`config.mk`:
```
export PLATFORM = sky130hd
export DESIGN_NAME = mux41_rr_sched
export DESIGN_NICKNAME = d
export VERILOG_FILES = /design/src/rtl/mux41_rr_sched.sv
export SDC_FILE = /design/constraint.sdc
export NUM_CORES = 1
export LEC_CHECK = 0
export ABC_AREA = 1
export CAP_MARGIN = 20
export CORE_MARGIN = 10
export CORE_UTILIZATION = 45
export CTS_CLUSTER_SIZE = 25
export DETAILED_ROUTE_END_ITERATION = 6
export PLACE_DENSITY = 0.66
export SKIP_CTS_REPAIR_TIMING = 1
export SYNTH_ARGS = -nofsm -noshare
export SYNTH_HDL_FRONTEND = slang
export SYNTH_SLANG_ARGS = --single-unit
```
`constraint.sdc`:
```
create_clock -name clk -period 3 [get_ports clk]
set_input_delay 0.9 -clock clk [delete_from_list [all_inputs] [get_ports clk]]
set_output_delay 0.9 -clock clk [all_outputs]
set_load 0.01 [all_outputs]
```
`src/rtl/mux41_rr_sched.sv`:
```
// mux41_rr_sched: round-robin, burst-bounded scheduler driving a MUX41's S1/S0/ENb
module mux41_rr_sched #(
  parameter int BURST_MAX = 8,
  parameter int CNT_W     = 8,
  parameter int GAP_EN    = 1
) (
  input  logic       clk,
  input  logic       rst,
  input  logic [3:0] req,
  output logic [3:0] gnt,
  output logic [1:0] sel,
  output logic       enb,
  output logic       busy
);
  typedef enum logic [1:0] {IDLE, GRANT, GAP} state_t;
  state_t             state_q, state_d;
  logic [3:0]         gnt_q, gnt_d;
  logic [1:0]         sel_q, sel_d, last_q, last_d, cur_q, cur_d;
  logic               enb_q, enb_d, busy_q, busy_d, rel;
  logic [CNT_W-1:0]   cnt_q, cnt_d;
  logic [2:0]         pick;
  // first requester after l in rotating order, l itself last; bit 2 = found
  function automatic logic [2:0] arb(input logic [3:0] r, input logic [1:0] l);
    logic [1:0] c;
    arb = 3'b000;
    for (int j = 4; j >= 1; j--) begin
      c = l + 2'(j);
      if (r[c]) arb = {1'b1, c};
    end
  endfunction
  // next-state: hold/extend a burst, release into GAP, or (re)arbitrate
  always_comb begin
    state_d = state_q;
    gnt_d   = gnt_q;
    sel_d   = sel_q;
    enb_d   = enb_q;
    cnt_d   = cnt_q;
    last_d  = last_q;
    cur_d   = cur_q;
    rel     = !req[cur_q] || cnt_q == CNT_W'(BURST_MAX);
    pick    = arb(req, state_q == GRANT ? cur_q : last_q);
    if (state_q == GRANT && !rel) begin
      cnt_d = cnt_q + 1'b1;
    end else if (state_q == GRANT && GAP_EN != 0) begin
      last_d  = cur_q;
      state_d = GAP;
      gnt_d   = 4'b0000;
      enb_d   = 1'b1;
    end else begin
      if (state_q == GRANT) last_d = cur_q;
      state_d = pick[2] ? GRANT : IDLE;
      gnt_d   = pick[2] ? 4'b0001 << pick[1:0] : 4'b0000;
      enb_d   = !pick[2];
      sel_d   = pick[2] ? pick[1:0] : sel_q;
      cur_d   = pick[2] ? pick[1:0] : cur_q;
      cnt_d   = pick[2] ? CNT_W'(1) : cnt_q;
    end
    busy_d = state_d != IDLE;
  end
  // all state and outputs registered; last=3 puts req[0] first after reset
  always_ff @(posedge clk or posedge rst) begin
    if (rst) begin
      state_q <= IDLE;
      gnt_q   <= 4'b0000;
      sel_q   <= 2'b00;
      enb_q   <= 1'b1;
      busy_q  <= 1'b0;
      cnt_q   <= '0;
      last_q  <= 2'd3;
      cur_q   <= 2'd0;
    end else begin
      state_q <= state_d;
      gnt_q   <= gnt_d;
      sel_q   <= sel_d;
      enb_q   <= enb_d;
      busy_q  <= busy_d;
      cnt_q   <= cnt_d;
      last_q  <= last_d;
      cur_q   <= cur_d;
    end
  end
  assign gnt  = gnt_q;
  assign sel  = sel_q;
  assign enb  = enb_q;
  assign busy = busy_q;
endmodule

```
# Word-level counts from Yosys, hierarchy flattened
# Cells that the tools add are included.
dict set report word_totals {
  reg_bits 20
  in_bits 6
  output_inout_bits 8
  wordCells 55
}
dict set report classes {
  add_sub_neg 4
  n_lt_le_gt_ge 5
  eq_ne 3
  shifts 1
  n_mux 24
  bitwise_logic 2
  reduce_logical 9
}
# cell count
set ops {}
lappend ops {{$mux 8} 3}
lappend ops {{$lt 2x3->1 const B} 5}
lappend ops {{$mux 3} 4}
lappend ops {{$bmux 1 s2} 5}
lappend ops {{$add 8x1->8 const B} 1}
lappend ops {{$eq 8x4->1 const B} 1}
lappend ops {{$mux 4} 2}
lappend ops {{$mux 1} 7}
lappend ops {{$mux 2} 3}
lappend ops {{$add 2x2->2 const B} 2}
lappend ops {{$reduce_bool 2->1} 2}
lappend ops {{$shl 1x2->4 const A} 1}
lappend ops {{$logic_not 1->1} 3}
lappend ops {{$reduce_and 3->1} 1}
lappend ops {{$add 2x1->2 const B} 1}
lappend ops {{$eq 2x1->1 const B} 1}
lappend ops {{$ne 2x1->1 const B} 1}
lappend ops {{$not 1->1} 2}
lappend ops {{$reduce_and 2->1} 1}
lappend ops {{$logic_and 1x1->1} 1}
lappend ops {{$logic_or 1x1->1} 1}

# Logic depth before layout (Yosys ltp)
dict set report depth {
  word_depth 12
  depth_mapped 15
  mapped_depth_nobuf 15
}

# Least setup slack after synthesis
# Ideal clock, no wire load.
dict set report synth_timing {
  kind {input to register}
  start {in req[0]}
  end {reg cnt_q[5]}
  t_arrival_ps 1619
  path_slack_ps 1245
  path_stages 7
  path_buffers 1
  cell_sequence {inv_1 a21oi_1 o21ai_0 nand2_1 nand2_1 clkbuf_1 o21ai_0}
}
dict set report synth_via {
  elab_chain_len 8
  word_cells_on_any_way 22
  classes_between {eq/ne (1); mux (15); reduce/logical (6)}
}
# item line_no
set synth_rtl {}
lappend synth_rtl {{start, declared} 9} ;# input logic [3:0] req,
lappend synth_rtl {{$bmux 1 s2 (on tied branches)} {28, 40}}
lappend synth_rtl {{$mux 1 (on tied branches)} {28, 40}}
lappend synth_rtl {{$mux 3 / $logic_not 1->1 (equally long branches)} {28, 40}}
lappend synth_rtl {{$mux 3 / $logic_or 1x1->1 (equally long branches)} {28, 40}}
lappend synth_rtl {{$mux 3 / $logic_not 1->1 (equally long branches)} {28, 42}}
lappend synth_rtl {{$mux 3 / $logic_and 1x1->1 (equally long branches)} {28, 42}}
lappend synth_rtl {{$reduce_bool 2->1 (no source line) / $ne 2x1->1 (equally long branches)} --}
lappend synth_rtl {{$reduce_and 2->1 (no source line)} --}
lappend synth_rtl {{end signal, assigned} 77} ;# cnt_q <= cnt_d;
lappend synth_rtl {{end, declared} 20} ;# logic [CNT_W-1:0] cnt_q, cnt_d;
# Several ways; a longest one is shown, not always the timed one. The select of a mux whose other input is x is not followed.
# A chain may end at the register's enable or synchronous reset.

# Worst setup path in the final report
dict set report layout_timing {
  start {in req[2]}
  end {reg cnt_q[3]}
}
# The elaborated chain is that of the path after synthesis.

==> impl_results.md <==
- Setup tns final: 0 ns
- Post-synthesis sequential area ratio: 0.412
- Hold_ws: between 0.4 and 0.5 ns
- RSZ-0062 raised after global routing: false
- Die area: approximately 0.0052 mm^2
- Worst R2R Path Depth: 8
- Vias per inst: between 5 and 6
- Final GP Congestion: 0.864
- CP arrival: 2.49 ns
- Site Rows: 18
- Hold depth: 2
- Pin count of the biggest net entering global routing: 21
- Final WL: roughly 2.6 mm
- Initial antenna violation count: 0
- Gr usage total: 0.101
- H-tree depth: 1
- Syn Nets: roughly 170
- Worst VDD drop: roughly 770 uV
- Cell Count, Final, Fillers Out: 212
- CTS sink count: 20
- Num CTS Buffers: 3
- Inst Count DP: 208
- Area Overhead vs Synth: 17.7%
- Post-route ant nets: 0
- Clock skew: about 0.0094 ns
- Crit path max fanout: 12
- Fin. max-slew vios: 0
- Final setup margin: 0.694 ns
- Power Dens Cells: roughly 1200 mW/mm^2
- Synthesis Warnings: 0
- Hold path startpoint: gnt[0]
- Deepest clock path buffer count: 2
- Die width: 72.2 um
- Layout cells sized above 1: 0.126
- Peak Freq: around 430 MHz
- CP startpoint kind: input pin
- Worst r2r dst: cnt_q[3]
- Setup Crit Path Kind: input pin to flop
- Starting Density: 0.481
- Post-DP HPWL: approximately 2.0 mm
- Worst-Margin Slew: 0.746 ns
- R2R Setup Slk: about 1.2 ns
- CTS tree: built
- Antenna Cells: 0
- LEAKAGE: approximately 0.73 nW
- Ports: 14
- Fill cells: roughly 250
- Period utilisation layout: 0.769
- Area of the core: 0.00254 mm^2
- Status: finished clean
- Reg-to-reg critical path startpoint: state_q[1]
- DR DRC count: 0
- Max_slew headroom: 0.502
- Root buf cell: clkbuf_4
- IO Port Bufs: 13
- Total grt overflow: 0
- Reg clk slew, reported paths: 0.12 ns
- First-pass GRT wire length: roughly 4.4 mm
- Hold endpoint: gnt[0]
- Setup-failing EPs final: 0
- # Max-Cap Violations: 0
- Post-synthesis cell area: between 0.001 and 0.0015 mm^2
- Drt pass-1 iters: 4
- Minimum clock period: ~2.3 ns
- Vias: 1,093
- Post-Syn Area per Cell: roughly 7.4 um^2
- WP data required: ~3.2 ns
- DRT iter0 DRCs: between 70 and 80
- DR WL/cell: roughly 12 um
- Worst skew pair latency: around 0.30 ns
- Pre-CTS setup slack: roughly 0.37 ns
- Hold crit path type: flop to flop
- Fin. Hold Viols: 0
- Nets@finish: ~190
- Die Ht: 72.2 um
- Post-synthesis register bit count: 20
- Final core area utilization: 0.566
- Count of different cell masters after synthesis: 24
- Vias in the first global route: 1,034
- CP endpoint kind: flop
- Cells after Synth: ~170
## critical path, cell delays in order
cell	delay, ns
clkdlybuf4s50_1	0.48
inv_1	0.07
a21oi_1	0.12
o21ai_0	0.09
nand2_1	0.07
nand2_1	0.22
inv_1	0.27
nand2_1	0.09
nand3_1	0.07
o21ai_0	0.10
## final cells by class
| class | instances | area [um^2] | area share |
|---|---|---|---|
| Timing Repair Buffer | 13 | 130 | 0.0903 |
| Sequential cell | 20 | 504 | 0.350 |
| Tap cell | 30 | 37.5 | 0.0260 |
| Clock inverter | 1 | 30.0 | 0.0208 |
| Multi-Input combinational cell | 121 | 627 | 0.435 |
| Clock buffer | 3 | 22.5 | 0.0156 |
| Inverter | 24 | 90.1 | 0.0625 |
## layout by cell type, fill, tap and decap left out
cell type / Yosys / layout
a21oi_1: 5 / 5
a31oi_1: 1 / 1
bufinv_16: 0 / 1
clkbuf_4: 0 / 3
clkdlybuf4s50_1: 0 / 13
dfrtp_1: 17 / 17
dfstp_2: 3 / 3
ha_1: 2 / 2
inv_1: 23 / 23
inv_2: 1 / 1
nand2_1: 54 / 54
nand2_2: 8 / 8
nand2_4: 3 / 3
nand3_1: 14 / 14
nand3_2: 1 / 1
nand3_4: 1 / 1
nand4_1: 4 / 4
nor2_1: 6 / 6
nor2_2: 1 / 1
nor3_1: 2 / 2
o21ai_0: 8 / 8
o21ai_1: 1 / 1
o21ai_2: 1 / 1
o22ai_1: 4 / 4
xnor2_1: 1 / 1
xor2_1: 4 / 4
## synthesized netlist by cell type
cell	n	area, um^2
nor3_1	2	10.0
ha_1	2	25.0
dfstp_2	3	78.8
dfrtp_1	17	425
xor2_1	4	35.0
o22ai_1	4	25.0
a21oi_1	5	25.0
nor2_1	6	22.5
o21ai_2	1	8.76
inv_2	1	3.75
nand2_2	8	50.1
nand3_1	14	70.1
nand4_1	4	25.0
clkbuf_1	1	3.75
a31oi_1	1	6.26
o21ai_1	1	5.00
nand3_2	1	10.0
o21ai_0	8	40.0
nor2_2	1	6.26
xnor2_1	1	8.76
nand2_4	3	33.8
nand2_1	54	203
nand3_4	1	17.5
inv_1	23	86.3
## flip-flops by register name, summed over array words and instances, names as in the netlist
name,flops
enb,1
state_q,2
cnt_q,8
last_q,2
gnt,4
cur_q,2
busy,1
## power breakdown
part,total (W),switching [W],internal [W]
registers,0.000448,0.0000732,0.000375
logic,0.00104,0.000681,0.000362
clock network,0.000218,0.0000829,0.000135
## worst max path at each step
stage | startpoint | endpoint | depth (start not counted)
2_1_floorplan | req[0] | cnt_q[5] | 7
3_3_place_gp | req[2] | cnt_q[3] | 10
3_5_place_dp | req[2] | cnt_q[3] | 10
4_1_cts | req[2] | cnt_q[3] | 9
5_1_grt | req[2] | cnt_q[3] | 9
6_report | req[2] | cnt_q[3] | 10
## per-layer routing
metal	track usage	routed length (um)	part of all wire	vias to the layer above
met2	0.158	1160	0.44	33
met4	0.0366	19	0.0072	0
met5	0	0	0	-
li1	-	-	-	560
met3	0.0340	227	0.086	4
met1	0.125	1240	0.47	496
## cells by family (layout without fill, tap and decap cells)
| kind of cell | Yosys count | after routing | share of synthesized area |
|---|---|---|---|
| xor+xnor | 5 | 5 | 0.0357 |
| flops | 20 | 20 | 0.412 |
| buf+inv | 25 | 41 | 0.0766 |
| fa+ha+maj | 2 | 2 | 0.0204 |
| simple gates | 94 | 94 | 0.366 |
| compound gates | 20 | 20 | 0.0899 |
## metrics by stage
step           power (W)  cell area [um^2]
3_3_place_gp     0.00147              1390
4_1_cts          0.00172              1440
5_1_grt          0.00188              1440
2_1_floorplan    0.00122              1220
6_report         0.00171              1440
3_5_place_dp     0.00149              1390
Note: power is estimated with default switching activity, not from simulation.
